File: src/rtl/muldiv_pkg.sv
// Shared constants for the RV32M multiply/divide sequencer: operand width,
// funct3 decodes and the controller state encoding.
package muldiv_pkg;

    localparam int XLEN_DEF = 32;

    // funct3 values of the M-extension OP instructions
    localparam logic [2:0] MD_MUL    = 3'b000;
    localparam logic [2:0] MD_MULH   = 3'b001;
    localparam logic [2:0] MD_MULHSU = 3'b010;
    localparam logic [2:0] MD_MULHU  = 3'b011;
    localparam logic [2:0] MD_DIV    = 3'b100;
    localparam logic [2:0] MD_DIVU   = 3'b101;
    localparam logic [2:0] MD_REM    = 3'b110;
    localparam logic [2:0] MD_REMU   = 3'b111;

    // Controller states
    typedef enum logic [1:0] {
        ST_IDLE = 2'd0,
        ST_CALC = 2'd1,
        ST_SIGN = 2'd2,
        ST_DONE = 2'd3
    } md_state_e;

    // rs1 is treated as signed for MULH, MULHSU, DIV and REM
    function automatic logic a_is_signed(input logic [2:0] f3);
        return (f3 == MD_MULH) || (f3 == MD_MULHSU) ||
               (f3 == MD_DIV)  || (f3 == MD_REM);
    endfunction

    // rs2 is treated as signed for MULH, DIV and REM
    function automatic logic b_is_signed(input logic [2:0] f3);
        return (f3 == MD_MULH) || (f3 == MD_DIV) || (f3 == MD_REM);
    endfunction

endpackage

File: src/rtl/muldiv_iter_unit.sv
// One-bit-per-cycle datapath shared by multiply and divide.
// hi/lo form a 2*XLEN working register:
//   multiply: {hi,lo} is the shift-add accumulator, lo starts as the multiplier
//             and m holds the multiplicand; after XLEN steps {hi,lo} = product.
//   divide:   hi is the partial remainder, lo starts as the dividend and fills
//             with quotient bits from the right; m holds the divisor.
module muldiv_iter_unit #(
    parameter int XLEN = 32
) (
    input  logic            clk,
    input  logic            rst_n,
    input  logic            init,
    input  logic            step,
    input  logic            is_div,
    input  logic [XLEN-1:0] init_lo,
    input  logic [XLEN-1:0] init_m,
    output logic [XLEN-1:0] hi_o,
    output logic [XLEN-1:0] lo_o
);

    logic [XLEN-1:0] hi_q;
    logic [XLEN-1:0] lo_q;
    logic [XLEN-1:0] m_q;
    logic [XLEN:0]   add_sum;
    logic [XLEN:0]   shifted;
    logic [XLEN:0]   diff;

    // Next-step arithmetic: conditional add for multiply, trial subtract for divide
    always_comb begin
        add_sum = {1'b0, hi_q} + (lo_q[0] ? {1'b0, m_q} : {(XLEN+1){1'b0}});
        shifted = {hi_q, lo_q[XLEN-1]};
        diff    = shifted - {1'b0, m_q};
    end

    // Working registers: load on init, advance one bit per step
    always_ff @(posedge clk) begin
        if (!rst_n) begin
            hi_q <= '0;
            lo_q <= '0;
            m_q  <= '0;
        end else if (init) begin
            hi_q <= '0;
            lo_q <= init_lo;
            m_q  <= init_m;
        end else if (step) begin
            if (is_div) begin
                // Borrow out of the 33-bit subtract means the divisor did not fit
                if (!diff[XLEN]) begin
                    hi_q <= diff[XLEN-1:0];
                    lo_q <= {lo_q[XLEN-2:0], 1'b1};
                end else begin
                    hi_q <= shifted[XLEN-1:0];
                    lo_q <= {lo_q[XLEN-2:0], 1'b0};
                end
            end else begin
                hi_q <= add_sum[XLEN:1];
                lo_q <= {add_sum[0], lo_q[XLEN-1:1]};
            end
        end
    end

    assign hi_o = hi_q;
    assign lo_o = lo_q;

endmodule

File: src/rtl/ex_muldiv_ctrl.sv
// Execute-stage sequencer for RV32M. Stalls the front of the pipe while the
// iterative unit runs on operand magnitudes, applies the sign fix-up, and
// presents the result with a one-cycle done pulse.
// Handshake: start_i is held by the pipeline for as long as stall_o is high;
// the result is valid only in the cycle done_o is high, and the start_i still
// present in that cycle belongs to the same instruction and is ignored.
import muldiv_pkg::*;

module ex_muldiv_ctrl #(
    parameter int XLEN = XLEN_DEF
) (
    input  logic            clk,
    input  logic            rst_n,
    input  logic            start_i,
    input  logic [2:0]      funct3_i,
    input  logic [XLEN-1:0] op_a_i,
    input  logic [XLEN-1:0] op_b_i,
    input  logic            flush_i,
    output logic            stall_o,
    output logic            done_o,
    output logic [XLEN-1:0] result_o
);

    localparam int              CW       = $clog2(XLEN);
    localparam logic [CW-1:0]   CNT_LAST = CW'(XLEN - 1);
    localparam logic [XLEN-1:0] MIN_NEG  = {1'b1, {(XLEN-1){1'b0}}};

    md_state_e         state_q;
    logic [CW-1:0]     cnt_q;
    logic [2:0]        f3_q;
    logic              a_neg_q;
    logic              b_neg_q;

    logic              accept;
    logic              a_neg;
    logic              b_neg;
    logic [XLEN-1:0]   a_mag;
    logic [XLEN-1:0]   b_mag;
    logic              div_ovf;
    logic              special;
    logic [XLEN-1:0]   special_res;

    logic              unit_init;
    logic              unit_step;
    logic              unit_is_div;
    logic [XLEN-1:0]   unit_hi;
    logic [XLEN-1:0]   unit_lo;

    logic [2*XLEN-1:0] prod_fix;
    logic [XLEN-1:0]   quot_fix;
    logic [XLEN-1:0]   rem_fix;
    logic [XLEN-1:0]   final_res;

    // Issue-side decode: sign flags, magnitudes and the fixed-result special cases
    always_comb begin
        accept  = (state_q == ST_IDLE) && start_i && !flush_i;
        a_neg   = a_is_signed(funct3_i) && op_a_i[XLEN-1];
        b_neg   = b_is_signed(funct3_i) && op_b_i[XLEN-1];
        a_mag   = a_neg ? (~op_a_i + 1'b1) : op_a_i;
        b_mag   = b_neg ? (~op_b_i + 1'b1) : op_b_i;
        div_ovf = ((funct3_i == MD_DIV) || (funct3_i == MD_REM)) &&
                  (op_a_i == MIN_NEG) && (op_b_i == {XLEN{1'b1}});
        special = funct3_i[2] && ((op_b_i == '0) || div_ovf);
        if (op_b_i == '0) begin
            special_res = funct3_i[1] ? op_a_i : {XLEN{1'b1}};
        end else begin
            special_res = funct3_i[1] ? {XLEN{1'b0}} : MIN_NEG;
        end
        stall_o = accept || (state_q == ST_CALC) || (state_q == ST_SIGN);
    end

    // Iterative unit control: multiply loads the multiplier into lo, divide the dividend
    always_comb begin
        unit_init   = accept && !special;
        unit_step   = (state_q == ST_CALC) && !flush_i;
        unit_is_div = (state_q == ST_IDLE) ? funct3_i[2] : f3_q[2];
    end

    muldiv_iter_unit #(
        .XLEN(XLEN)
    ) u_iter (
        .clk     (clk),
        .rst_n   (rst_n),
        .init    (unit_init),
        .step    (unit_step),
        .is_div  (unit_is_div),
        .init_lo (unit_is_div ? a_mag : b_mag),
        .init_m  (unit_is_div ? b_mag : a_mag),
        .hi_o    (unit_hi),
        .lo_o    (unit_lo)
    );

    // Sign fix-up and result selection applied in SIGN
    always_comb begin
        prod_fix = (a_neg_q ^ b_neg_q) ? (~{unit_hi, unit_lo} + 1'b1) : {unit_hi, unit_lo};
        quot_fix = (a_neg_q ^ b_neg_q) ? (~unit_lo + 1'b1) : unit_lo;
        rem_fix  = a_neg_q ? (~unit_hi + 1'b1) : unit_hi;
        case (f3_q)
            MD_MUL:                        final_res = prod_fix[XLEN-1:0];
            MD_MULH, MD_MULHSU, MD_MULHU:  final_res = prod_fix[2*XLEN-1:XLEN];
            MD_DIV, MD_DIVU:               final_res = quot_fix;
            default:                       final_res = rem_fix;
        endcase
    end

    // Sequencer FSM with registered done/result; flush outranks everything but reset
    always_ff @(posedge clk) begin
        if (!rst_n) begin
            state_q  <= ST_IDLE;
            cnt_q    <= '0;
            f3_q     <= '0;
            a_neg_q  <= 1'b0;
            b_neg_q  <= 1'b0;
            done_o   <= 1'b0;
            result_o <= '0;
        end else if (flush_i) begin
            state_q <= ST_IDLE;
            cnt_q   <= '0;
            done_o  <= 1'b0;
        end else begin
            case (state_q)
                ST_IDLE: begin
                    done_o <= 1'b0;
                    if (start_i) begin
                        f3_q    <= funct3_i;
                        a_neg_q <= a_neg;
                        b_neg_q <= b_neg;
                        cnt_q   <= '0;
                        if (special) begin
                            result_o <= special_res;
                            done_o   <= 1'b1;
                            state_q  <= ST_DONE;
                        end else begin
                            state_q <= ST_CALC;
                        end
                    end
                end
                ST_CALC: begin
                    cnt_q <= cnt_q + 1'b1;
                    if (cnt_q == CNT_LAST) begin
                        state_q <= ST_SIGN;
                    end
                end
                ST_SIGN: begin
                    result_o <= final_res;
                    done_o   <= 1'b1;
                    state_q  <= ST_DONE;
                end
                ST_DONE: begin
                    done_o  <= 1'b0;
                    state_q <= ST_IDLE;
                end
                default: begin
                    done_o  <= 1'b0;
                    state_q <= ST_IDLE;
                end
            endcase
        end
    end

endmodule

File: config.mk
export PLATFORM = sky130hd
export DESIGN_NAME = ex_muldiv_ctrl
export DESIGN_NICKNAME = d
export VERILOG_FILES = /design/src/rtl/muldiv_pkg.sv /design/src/rtl/muldiv_iter_unit.sv /design/src/rtl/ex_muldiv_ctrl.sv
export SDC_FILE = /design/constraint.sdc
export NUM_CORES = 1
export LEC_CHECK = 0
export ABC_CLOCK_PERIOD_IN_PS = 3800
export CORE_MARGIN = 4
export CORE_UTILIZATION = 32
export CTS_CLUSTER_SIZE = 30
export DETAILED_ROUTE_END_ITERATION = 10
export DONT_BUFFER_PORTS = 1
export SKIP_CTS_REPAIR_TIMING = 1
export SLEW_MARGIN = 10
export SYNTH_ARGS = -nofsm -noshare
export SYNTH_HDL_FRONTEND = slang
export SYNTH_SLANG_ARGS = --single-unit
File: constraint.sdc
create_clock -name clk -period 3.8 [get_ports clk]
set_input_delay 0.38 -clock clk [delete_from_list [all_inputs] [get_ports clk]]
set_output_delay 0.38 -clock clk [all_outputs]
set_load 0.005 [all_outputs]
### After elaboration in Yosys (flattened, before gate mapping)

Cells that the tools add are included.

| operators by class | value |
|---|---|
| $add $sub $neg | 8 |
| equality and inequality tests | 18 |
| mux-type cells | 31 |
| bitwise gates (word level) | 8 |
| reductions and logical operators | 35 |

Operator list:

| cell | number |
|---|---|
| $mux 32 | 17 |
| $add 32x1->32 const B | 4 |
| $not 32->32 | 4 |
| $pmux 32 s3 | 1 |
| $add 64x1->64 const B | 1 |
| $eq 32x32->1 const B | 2 |
| $mux 64 | 1 |
| $not 64->64 | 1 |
| $pmux 32 s2 | 1 |
| $add 32x33->33 | 1 |
| $sub 33x32->33 | 1 |
| $logic_not 32->1 | 1 |
| $eq 3x3->1 const B | 4 |
| $pmux 5 s2 | 1 |
| $eq 3x2->1 const B | 3 |
| $logic_and 1x1->1 | 9 |
| $logic_or 1x1->1 | 9 |
| $pmux 2 s4 | 1 |
| $eq 3x1->1 const B | 2 |
| $mux 2 | 3 |
| $reduce_bool 2->1 | 3 |
| $reduce_or 2->1 | 3 |
| $add 5x1->5 const B | 1 |
| $eq 5x5->1 const B | 1 |
| 17 further kinds | 25 |

| word-level totals | value |
|---|---|
| register bits after elaboration | 141 |
| input port bits | 71 |
| output and inout bits | 34 |
| word-level logic and storage cells | 110 |

### Depth between registers and ports, before layout

Gate-level depths: netlist (run 1).

| logic depth | value |
|---|---|
| depth in word-level cells | 9 |
| mapped depth | 15 |

### Modules after synthesis

Synthesis (run 1) repeated with hierarchy kept, for this count alone.

| second synthesis, totals | value |
|---|---|
| cells, all modules | 2081 |
| area, all modules | 15571.2 um2 |

By module, submodules not included:

| module | times used | cells an instance | area each (um2) | sequential area each (um2) |
|---|---|---|---|---|
| muldiv_iter_unit | 1 | 1018 | 8089.0 | 1921.8 |
| ex_muldiv_ctrl | 1 | 1063 | 7482.2 | 900.9 |

### Worst setup path before layout (run 1)

No wires, ideal clock.

| timing | value |
|---|---|
| path kind | register -> register |
| start point | register u_iter.lo_q[31], in the netlist u_iter.lo_o[31] |
| end point | register u_iter.hi_q[6], in the netlist u_iter.hi_o[6] |
| setup time | 0.122 ns |
| arrival | 3.372 ns |
| required time | 3.678 ns |
| slack | 0.306 ns |
| stages on the path, launching flop included | 16 |
| path buffers | 2 |
| clock period less this slack | 3.494 ns |
| path through | dfxtp_1 -> inv_1 -> ha_1 -> fa_1 -> nand2b_1 -> a21oi_1 -> o211ai_1 -> a31oi_1 -> o21a_1 -> o31ai_1 -> xor2_1 -> clkbuf_1 -> clkbuf_1 -> nor3_1 -> a311oi_1 -> nor2_1 |

| on the way | value |
|---|---|
| cells in the longest elaborated chain, start to end | 3 |

RTL lines:

| item | RTL line | RTL |
|---|---|---|
| from (decl) | muldiv_iter_unit.sv:22 | `logic [XLEN-1:0] lo_q;` |
| from (signal assigned) | muldiv_iter_unit.sv:43 | `lo_q <= init_lo;` |
| from (signal assigned) | muldiv_iter_unit.sv:50 | `lo_q <= {lo_q[XLEN-2:0], 1'b1};` |
| from (signal assigned) | muldiv_iter_unit.sv:53 | `lo_q <= {lo_q[XLEN-2:0], 1'b0};` |
| $sub 33x32->33 | muldiv_iter_unit.sv:32 | `diff = shifted - {1'b0, m_q};` |
| $mux 32 | muldiv_iter_unit.sv:48 | `if (!diff[XLEN]) begin` |
| $mux 32 | muldiv_iter_unit.sv:46 | `if (is_div) begin` |
| to (signal assigned) | muldiv_iter_unit.sv:49 | `hi_q <= diff[XLEN-1:0];` |
| to (signal assigned) | muldiv_iter_unit.sv:52 | `hi_q <= shifted[XLEN-1:0];` |
| to (signal assigned) | muldiv_iter_unit.sv:56 | `hi_q <= add_sum[XLEN:1];` |
| to (decl) | muldiv_iter_unit.sv:21 | `logic [XLEN-1:0] hi_q;` |

Every way passes these cells.
A chain may end at the register's enable or synchronous reset.

### Worst setup path after layout (run 1)

| timing | value |
|---|---|
| start point | register u_iter.m_q[17] |
| end point | register u_iter.hi_q[14], in the netlist u_iter.hi_o[14] |

| on the way | value |
|---|---|
| cells in the longest elaborated chain, start to end | 3 |

RTL lines:

| item | RTL line | RTL |
|---|---|---|
| from (decl) | muldiv_iter_unit.sv:23 | `logic [XLEN-1:0] m_q;` |
| from (signal assigned) | muldiv_iter_unit.sv:44 | `m_q <= init_m;` |
| $sub 33x32->33 | muldiv_iter_unit.sv:32 |  |
| $mux 32 | muldiv_iter_unit.sv:48 |  |
| $mux 32 | muldiv_iter_unit.sv:46 |  |

Every way passes these cells.

==> summary.txt, run 1 <==
status = finished clean
Avg Cell Area, Syn = 6.98 um2
Antenna Nets Post-Route = 0
Overflow after GRT = 0
WL/cell = 23.7 um
Area Growth Syn to Fin = 11.8%
Max Root-Sink Buffers = 2
Worst Path Max Fanout = 28
total power = 5.55 mW
final instance area = 15,900 um2
core box area = 43,500 um2
CTS root buffer = clkbuf_16
cells after synthesis = 2,034
number of global-route vias before repair = 14,912
post-DP HPWL = 48,200 um
TritonCTS clock tree = yes
layout cell share with drive strength beyond 1 = 8.75%
Max-cap violations = 0
worst slew pin tran = 1.10 ns
Fin. Hold Viols = 0
Final Util = 36.5%
Post-synth EDFFs = 0
first-pass GRT wire length = 92,600 um
Yosys warnings = 0
Power Density = 350 nW/um2
final cell count without fillers = 2,609
share of flip-flops with an asynchronous set or reset = 0%
# DRC = 0
layout net count = 2,161
crit path DAT = 3.87 ns
register area share after synthesis = 19.9%
Cell Rows = 76
initial antenna violation count = 5
Mapped Nets = 2,182
synthesized area = 14,200 um2
Reg2Reg Depth = 15
WHS Path Cells = 1
Max IR drop VDD = 0.315 mV
CTS buffer count = 17
Tcrit/Tclk final = 93.8%
global-route usage over all layers = 24.9%
DP Area = 15,200 um2
Pins Over Slew Limit = 0
Vias/cell = 6.12
register bit total from synthesis = 141
H-tree depth = 4
number of I/O pins = 105
Worst-path clk slew = 0.06 ns
RSZ-0062 raised after global routing = no
WL final = 61,900 um
critical path launch point type = flip-flop
Rel. slew slack = 26.8%
fin crit period = 3.57 ns
largest net degree at the start of global routing = 73
drt first pass iters = 8
Req. time, crit path = 4.11 ns
die width = 219 um
Synth Flop Type = dfxtp_1
die span in y = 219 um
initial core utilization = 32.7%
CP Capture Type = flip-flop
crit path kind = flip-flop to flip-flop
clock tree sinks = 141
Yosys cell types = 87
Fmax achieved = 280 MHz
placed insts = 2,579
worst skew pair latency = 0.45 ns
worst hold path type = primary input to flip-flop
initial DRC count = 1,975
# diodes = 0
skew final = 0.0172 ns
Final GP Congestion = 0.977
die area = 47,800 um2
Setup TNS Final = 0 ns
final setup violation count = 0
DR vias = 15,979
leakage = 5.95 nW
IO buf count = 0
==> where the power goes <==
group,switching (mW),internal (mW)
Clock,0.742,1.13
Combinational,1.30,0.727
Sequential,0.0997,1.55
Total,2.15,3.40
==> cells in the mapped netlist, types with 18 or more instances <==
library cell	n	area [um2]
nor4_1	18	113
o211ai_1	109	818
nor2_1	161	604
clkbuf_1	114	428
inv_1	64	240
a211oi_1	25	188
dfxtp_1	141	2820
o31ai_1	26	195
xor2_1	84	736
nor3_1	39	195
a21o_1	26	195
o221ai_1	28	245
ha_1	75	938
xnor2_1	93	815
nand3_1	44	220
nand2_1	308	1160
o21ai_0	124	621
o21ai_1	31	155
a21oi_1	219	1100
==> registers in the layout, indices dropped and copies added, names as in the netlist <==
signal       flops
f3_q             3
result_o        32
u_iter.hi_o     32
u_iter.lo_o     32
done_o           1
cnt_q            5
state_q          2
b_neg_q          1
u_iter.m_q      32
a_neg_q          1
==> path summary, 6_finish.rpt <==
check / endpoint / from / slack [ns]
min: u_iter.lo_o[25] / rst_n / 0.06
min reg2reg: u_iter.m_q[23] / u_iter.m_q[23] / 0.46
max reg2reg: u_iter.hi_o[14] / u_iter.m_q[17] / 0.23
max: u_iter.hi_o[14] / u_iter.m_q[17] / 0.23
==> cell type report <==
| class | instances | area, um2 |
|---|---|---|
| clock buffers | 20 | 457 |
| fillers | 4622 | 27600 |
| well taps | 585 | 732 |
| flip-flops and latches | 141 | 2820 |
| inverters | 65 | 244 |
| multi-input cells | 1685 | 10600 |
| repair buffers | 103 | 861 |
| clock inverters | 10 | 164 |
==> per-layer routing <==
metal  track usage, %  vias to the layer above  part of all wire (%)
li1                 -                     7357                     -
met1             33.3                     7542                    42
met2             38.7                      929                    43
met3             6.74                      145                    11
met4             9.10                        6                   3.9
met5                0                        -                 0.055
==> critical path, stage by stage, from the launching register on <==
cell,delay (ns)
dfxtp_1,0.34
inv_1,0.11
ha_1,0.36
a21oi_1,0.23
o21ai_0,0.22
a211oi_1,0.26
a31oi_1,0.12
buf_4,0.17
o21a_1,0.22
o31ai_1,0.24
buf_4,0.17
xor2_4,0.18
buf_12,0.20
mux2_2,0.35
o21ai_0,0.14
a21oi_1,0.08
==> layout by cell type, fill, tap and decap left out, types with 28 or more instances in the layout <==
master	instances
xor2_1	82
nand3_1	44
a21oi_1	219
nor3_1	39
o21ai_0	124
inv_1	64
ha_1	75
o21ai_1	30
o221ai_1	28
nand2_1	308
dfxtp_1	141
nor2_1	160
buf_4	96
o211ai_1	109
xnor2_1	92
==> cell families (layout without fill, tap and decap cells) <==
| kind of cell | count (synthesis) | count (layout) | synth area share (%) |
|---|---|---|---|
| xor gates and xnor gates | 177 | 177 | 10.9 |
| muxes | 11 | 11 | 0.802 |
| AOI/OAI and AO/OA | 714 | 714 | 32.5 |
| DFF | 141 | 141 | 19.9 |
| buffers and inverters | 208 | 198 | 5.97 |
| and+or+nand+nor | 706 | 706 | 23.0 |
| adders and majority gates | 77 | 77 | 6.90 |
==> per-stage QoR <==
step | hold slack [ns] | worst slack, ns
after global routing | 0.0698 | 0.0212
after floorplan | 0.432 | 0.306
after CTS | 0.0634 | 0.270
final | 0.0625 | 0.234
after detailed placement | 0.447 | 0.154
after global placement | 0.443 | 0.196
Note: power is estimated with default switching activity, not from simulation.
==> run 2: changes to the inputs <==
--- a/config.mk
+++ b/config.mk
@@ -8,9 +8,11 @@
 export ABC_CLOCK_PERIOD_IN_PS = 3800
 export CORE_MARGIN = 4
 export CORE_UTILIZATION = 32
+export CTS_BUF_LIST = sky130_fd_sc_hd__clkbuf_4 sky130_fd_sc_hd__clkbuf_8
 export CTS_CLUSTER_SIZE = 30
 export DETAILED_ROUTE_END_ITERATION = 10
 export DONT_BUFFER_PORTS = 1
+export REMOVE_ABC_BUFFERS = 1
 export SKIP_CTS_REPAIR_TIMING = 1
 export SLEW_MARGIN = 10
 export SYNTH_ARGS = -nofsm -noshare
==> run 2 against run 1 <==
  * Combinational power down 3%
  * Cell count rose by 0.23%
  * Fmax is 1.5% lower
  * Total power down 9.2%
  * Non-clock buffer count is 4 higher
  * Global-route usage shrank 1.9 points
  * Count of clock-buffer cells in the layout fell by 2
  * Sequential cell count unchanged
  * Critical path type unchanged
  * Critical endpoint is now u_iter.hi_o[25]
  * Largest power group unchanged
==> summary.txt, run 2 (synthesis results as in run 1) <==
status = finished clean
Cell Rows = 76 (unchanged)
crit path DAT = 4.07 ns (+0.20 ns)
pre-CTS WS = 0.0561 ns (-0.0983 ns)
Sequential Power Share = 32.7% (+3.0 points)
crit path kind = flip-flop to flip-flop
clock share of power = 28.2% (-5.5 points)
worst skew pair latency = 0.52 ns (+0.07 ns)
GRT Max-Usage Layer = met2
TritonCTS clock tree = yes
Rel. slew slack = 39.3% (+13 points)
commonest non-fill, non-tap cell in the layout = nand2_1
CTS buffer count = 17 (unchanged)
initial antenna violation count = 0 (-5)
r2r endpoint = u_iter.hi_o[25]
Reg2Reg Depth = 13 (-2)
WL/cell = 21.7 um (-8.5%)
Vias/cell = 5.95 (-2.8%)
layout cell share with drive strength beyond 1 = 8.97% (+0.22 points)
critical path launch point type = flip-flop
RSZ-0062 raised after global routing = no
Setup TNS Final = 0 ns (unchanged)
DP Area = 15,300 um2 (+0.15%)
R2R Setup Slk = 0.18 ns (-0.05 ns)
leakage = 5.90 nW (-0.95%)
clock tree sinks = 141 (unchanged)
CP Capture Type = flip-flop
WL final = 56,800 um (-8.3%)
first-pass GRT wire length = 86,600 um (-6.5%)
Sequential cell area = 2820 um2 (unchanged)
Worst-path clk slew = 0.09 ns (+0.03 ns)
core box area = 43,500 um2 (unchanged)
die span in y = 219 um (unchanged)
Fin. Hold Viols = 0 (unchanged)
global-route usage over all layers = 23.0% (-1.9 points)
post-DP HPWL = 43,200 um (-10%)
Tcrit/Tclk final = 95.2% (+1.4 points)
largest net degree at the start of global routing = 126 (+73%)
multi-input logic area = 10,600 um2 (about the same)
number of global-route vias before repair = 14,451 (-3.1%)
setup slack after layout = 0.181 ns (-0.0535 ns)
# DRC = 0 (unchanged)
timing endpoint of the critical path = u_iter.hi_o[25]
Fmax achieved = 276 MHz (-1.5%)
skew final = 0.0173 ns (+0.000153 ns)
WHS = 0.0144 ns (-0.0480 ns)
commonest cells after routing, fill and taps aside = nand2_1, a21oi_1, nor2_1
Area Growth Syn to Fin = 11.0%
internal power = 3.02 mW (-11%)
Comb pwr share = 39.1% (+2.5 points)
Req. time, crit path = 4.25 ns (+0.14 ns)
CTS root buffer = clkbuf_8
Power Density = 320 nW/um2 (-8.6%)
IO buf count = 0 (unchanged)
grt met2 use = 38.2% (-0.42 points)
Overflow after GRT = 0 (unchanged)
Max IR drop VDD = 0.223 mV (-29%)
worst slew pin tran = 0.911 ns (-0.188 ns)
Sw Share = 40.0% (+1.3 points)
Max-cap violations = 0 (unchanged)
fillers = 4,615 (-0.15%)
final instance area = 15,800 um2 (-0.74%)
number of I/O pins = 105 (unchanged)
CP Launch Point = u_iter.lo_o[0]
M1 GR Usage = 30.6% (-2.7 points)
FF-to-FF Start = u_iter.lo_o[0]
worst hold path type = primary input to flip-flop
NetSw = 2.02 mW (-6.1%)
initial core utilization = 32.7% (unchanged)
Antenna Nets Post-Route = 0 (unchanged)
Max Root-Sink Buffers = 2 (unchanged)
fin crit period = 3.62 ns (+0.0535 ns)
H-tree depth = 4 (unchanged)
drt first pass iters = 6 (-2)
die width = 219 um (unchanged)
Worst Path Max Fanout = 7 (-75%)
Pins Over Slew Limit = 0 (unchanged)
DR vias = 15,560 (-2.6%)
layout net count = 2,165 (+0.19%)
GR Layer Usage met3 = 2.99% (-3.8 points)
Final GP Congestion = 0.922 (-5.6%)
# diodes = 0 (unchanged)
final setup violation count = 0 (unchanged)
die area = 47,800 um2 (unchanged)
initial DRC count = 1,440 (-27%)
==> run 2: changes by cell type in the layout (fill, tap and decap cells not counted) <==
cell,previous run,this run
dlygate4sd3_1,0,2
inv_6,1,2
nor2_1,160,159
buf_12,7,9
nor2_4,1,2
clkinvlp_4,1,2
clkbuf_16,17,0
clkbuf_8,2,18
clkbuf_1,1,0
nand2b_1,16,17
nand2b_2,1,0
clkinv_2,2,4
==> run 2: metrics by stage <==
stage,power [mW],cells,util [%]
6_report,5.04,2615,36.2
5_1_grt,5.28,2615,36.2
4_1_cts,5.00,2612,36.1
3_5_place_dp,3.59,2580,35.1
3_3_place_gp,3.57,2580,35.1
2_1_floorplan,2.96,1891,-
==> run 2: worst min-delay path by stage <==
stage                               from         endpoint  slack, ns  depth (start not counted)
after floorplan           u_iter.m_q[10]   u_iter.m_q[10]       0.43                          2
after global placement    u_iter.m_q[30]   u_iter.m_q[30]       0.44                          2
after detailed placement  u_iter.m_q[13]   u_iter.m_q[13]       0.45                          2
after CTS                          rst_n  u_iter.lo_o[25]      -0.03                          1
after global routing               rst_n      result_o[1]       0.01                          2
final                        funct3_i[1]          f3_q[1]       0.01                          2
==> run 2: area by class of cell <==
cell class,instances,area share [%]
clock buffers,18,1.57
clock inverters,14,1.21
inverters,65,1.55
multi-input cells,1685,67.3
flip-flops and latches,141,17.9
well taps,585,4.65
repair buffers,107,5.85
==> run 2: worst max-delay path, cell delays in order, from the launching register on <==
cell      delay [ns]
dfxtp_1         0.34
inv_1           0.30
nor2_1          0.16
fa_1            0.47
a21o_1          0.21
a21oi_1         0.32
o21a_1          0.28
o31ai_1         0.17
a211o_1         0.31
a21o_1          0.20
a221oi_1        0.33
xor2_1          0.13
o22a_1          0.21
a21oi_1         0.13
==> run 2: metal layers <==
layer  routed length [um]  up-vias
met4                 1850        0
li1                     -     7361
met1                24600     7455
met5                    0        -
met3                 3920      103
met2                26400      641
==> run 2: power groups by stage <==
stage                     clock, mW  combinational (mW)  sequential, mW
final                          1.42                1.97            1.65
after global routing           1.49                2.13            1.66
after CTS                      1.43                1.92            1.64
after detailed placement          0                1.91            1.68
after global placement            0                1.90            1.68
after floorplan                   0                1.30            1.65
==> run 3: changes to the inputs <==
--- a/config.mk
+++ b/config.mk
@@ -5,6 +5,7 @@
 export SDC_FILE = /design/constraint.sdc
 export NUM_CORES = 1
 export LEC_CHECK = 0
+export ABC_AREA = 0
 export ABC_CLOCK_PERIOD_IN_PS = 3800
 export CORE_MARGIN = 4
 export CORE_UTILIZATION = 32
@@ -12,7 +13,6 @@
 export CTS_CLUSTER_SIZE = 30
 export DETAILED_ROUTE_END_ITERATION = 10
 export DONT_BUFFER_PORTS = 1
-export REMOVE_ABC_BUFFERS = 1
 export SKIP_CTS_REPAIR_TIMING = 1
 export SLEW_MARGIN = 10
 export SYNTH_ARGS = -nofsm -noshare
==> constraint.sdc (replaced) <==
create_clock -name clk -period 3.8 [get_ports clk]
set_input_delay 0.38 -clock clk [delete_from_list [all_inputs] [get_ports clk]]
set_output_delay 0.38 -clock clk [all_outputs]
set_load 0.1 [all_outputs]
==> run 3 against run 2 <==
  * Total power is 0.47% higher
  * Die area stayed put
  * Register-to-register slack worse by 0.04 ns
  * Fmax is 1.2% lower
  * Largest cell class unchanged
==> summary.txt, run 3 (synthesis results as in run 1) <==
Comb pwr share = 39.9% (+0.8 points)
WL/cell = 22.7 um (+4.5%)
crit path DAT = 4.02 ns (-0.05 ns)
die span in y = 219 um (unchanged)
CTS root buffer = clkbuf_8
initial core utilization = 32.7% (unchanged)
Vias/cell = 6.06 (+1.8%)
Final Util = 36.1% (-0.10 points)
CP peak stage delay = 0.46 ns (about the same)
Max Root-Sink Buffers = 2 (unchanged)
TritonCTS clock tree = yes
layout net count = 2,170 (+0.23%)
die area = 47,800 um2 (unchanged)
Slowest-stage cell, CP = dfxtp_1
internal power = 2.95 mW (-2.3%)
Sw Share = 41.7% (+1.7 points)
drt first pass iters = 6 (unchanged)
NetSw = 2.11 mW (+4.6%)
initial DRC count = 1,754 (+22%)
post-DP HPWL = 46,600 um (+7.9%)
Setup TNS Final = 0 ns (unchanged)
initial antenna violation count = 3 (+3)
DR vias = 15,883 (+2.1%)
CTS buffer count = 17 (unchanged)
Pins Over Slew Limit = 0 (unchanged)
Cell Rows = 76 (unchanged)
Max IR drop VDD = 0.217 mV (-2.9%)
core box area = 43,500 um2 (unchanged)
skew final = 0.0354 ns (+0.0180 ns)
number of global-route vias before repair = 14,501 (+0.35%)
H-tree depth = 4 (unchanged)
Power Density = 322 nW/um2 (+0.76%)
WL final = 59,500 um (+4.8%)
first-pass GRT wire length = 88,600 um (+2.3%)
status = finished clean
Worst-path clk slew = 0.09 ns (about the same)
IO buf count = 0 (unchanged)
fin crit period = 3.66 ns (+0.0439 ns)
WHS = 0.0229 ns (+0.00843 ns)
worst slew pin tran = 1.19 ns (+0.278 ns)
Tcrit/Tclk final = 96.4% (+1.2 points)
Final GP Congestion = 0.992 (+7.6%)
crit-path cells = inv_1 -> ha_1 -> a21oi_1 -> nand2_1 -> o211ai_1 -> a31oi_2 -> o21a_1 -> o31ai_1 -> buf_4 -> xor2_4 -> buf_12 -> mux2_2 -> o21ai_0 -> a21oi_1
total power = 5.06 mW (+0.47%)
# DRC = 0 (unchanged)
commonest cells after routing, fill and taps aside = nand2_1, a21oi_1, nor2_1
leakage = 5.89 nW (-0.13%)
Fin. Hold Viols = 0 (unchanged)
largest net degree at the start of global routing = 66 (-48%)
worst hold path type = primary input to flip-flop
Worst Path Max Fanout = 22 (+15)
clock tree sinks = 141 (unchanged)
Area Growth Syn to Fin = 10.7%
Antenna Nets Post-Route = 0 (unchanged)
die width = 219 um (unchanged)
CP Capture Type = flip-flop
critical path's most frequent cell = a21oi_1
commonest non-fill, non-tap cell in the layout = nand2_1
worst skew pair latency = 0.50 ns (-0.02 ns)
layout cell share with drive strength beyond 1 = 9.29% (+0.32 points)
Rel. slew slack = 20.7% (-19 points)
number of I/O pins = 105 (unchanged)
crit path kind = flip-flop to flip-flop
Overflow after GRT = 0 (unchanged)
Fmax achieved = 273 MHz (-1.2%)
final setup violation count = 0 (unchanged)
Max-cap violations = 0 (unchanged)
Req. time, crit path = 4.16 ns (-0.09 ns)
Sequential Power Share = 32.7% (about the same)
global-route usage over all layers = 23.9% (+0.87 points)
clock share of power = 27.4% (-0.8 points)
critical path launch point type = flip-flop
RSZ-0062 raised after global routing = no
-- run 3: layout make-up --
class | instances | area, um2
antenna | 3 | 7.51
clock buffer | 18 | 241
clock inverter | 14 | 180
fill | 4691 | 27800
inverter | 65 | 244
multi-input combinational | 1685 | 10600
sequential | 141 | 2830
tap | 585 | 732
timing repair buffer | 112 | 883
-- run 3: routing by layer --
| layer | vias up | track usage [%] | share of wire [%] |
|---|---|---|---|
| li1 | 7386 | - | - |
| met1 | 7512 | 33.0 | 42 |
| met2 | 847 | 36.7 | 43 |
| met3 | 138 | 5.83 | 11 |
| met4 | 0 | 7.48 | 3.5 |
| met5 | - | 0 | 0 |
-- run 3: critical path, delay by kind of cell (launching register included) --
family | cells | cell delay (ns)
compound gates | 7 | 1.54
xor+xnor | 1 | 0.19
fa+ha+maj | 1 | 0.37
buf+inv | 3 | 0.51
flops | 1 | 0.46
mux | 1 | 0.34
simple gates | 1 | 0.10
-- run 3: stage by stage --
stage	area, um2	setup WS [ns]	instances
2_1_floorplan	14200	0.306	2034
3_3_place_gp	15200	0.229	2586
3_5_place_dp	15200	0.189	2586
4_1_cts	15700	0.213	2618
5_1_grt	15700	0.0144	2620
6_report	15700	0.137	2623
-- run 3: power groups by stage --
stage	Combinational, mW	Clock, mW	Sequential, mW
6_report	2.02	1.39	1.66
2_1_floorplan	1.35	0	1.64
5_1_grt	2.17	1.46	1.67
4_1_cts	1.96	1.40	1.65
3_3_place_gp	1.93	0	1.68
3_5_place_dp	1.95	0	1.68
-- run 3: final timing paths --
path	startpoint	end	slack (ns)	cells after the start
worst min register to register	u_iter.m_q[2]	u_iter.m_q[2]	0.46	2
worst max-delay path	u_iter.m_q[7]	u_iter.hi_o[14]	0.14	14
worst min-delay path	funct3_i[1]	f3_q[1]	0.02	2
worst max register to register	u_iter.m_q[7]	u_iter.hi_o[14]	0.14	14
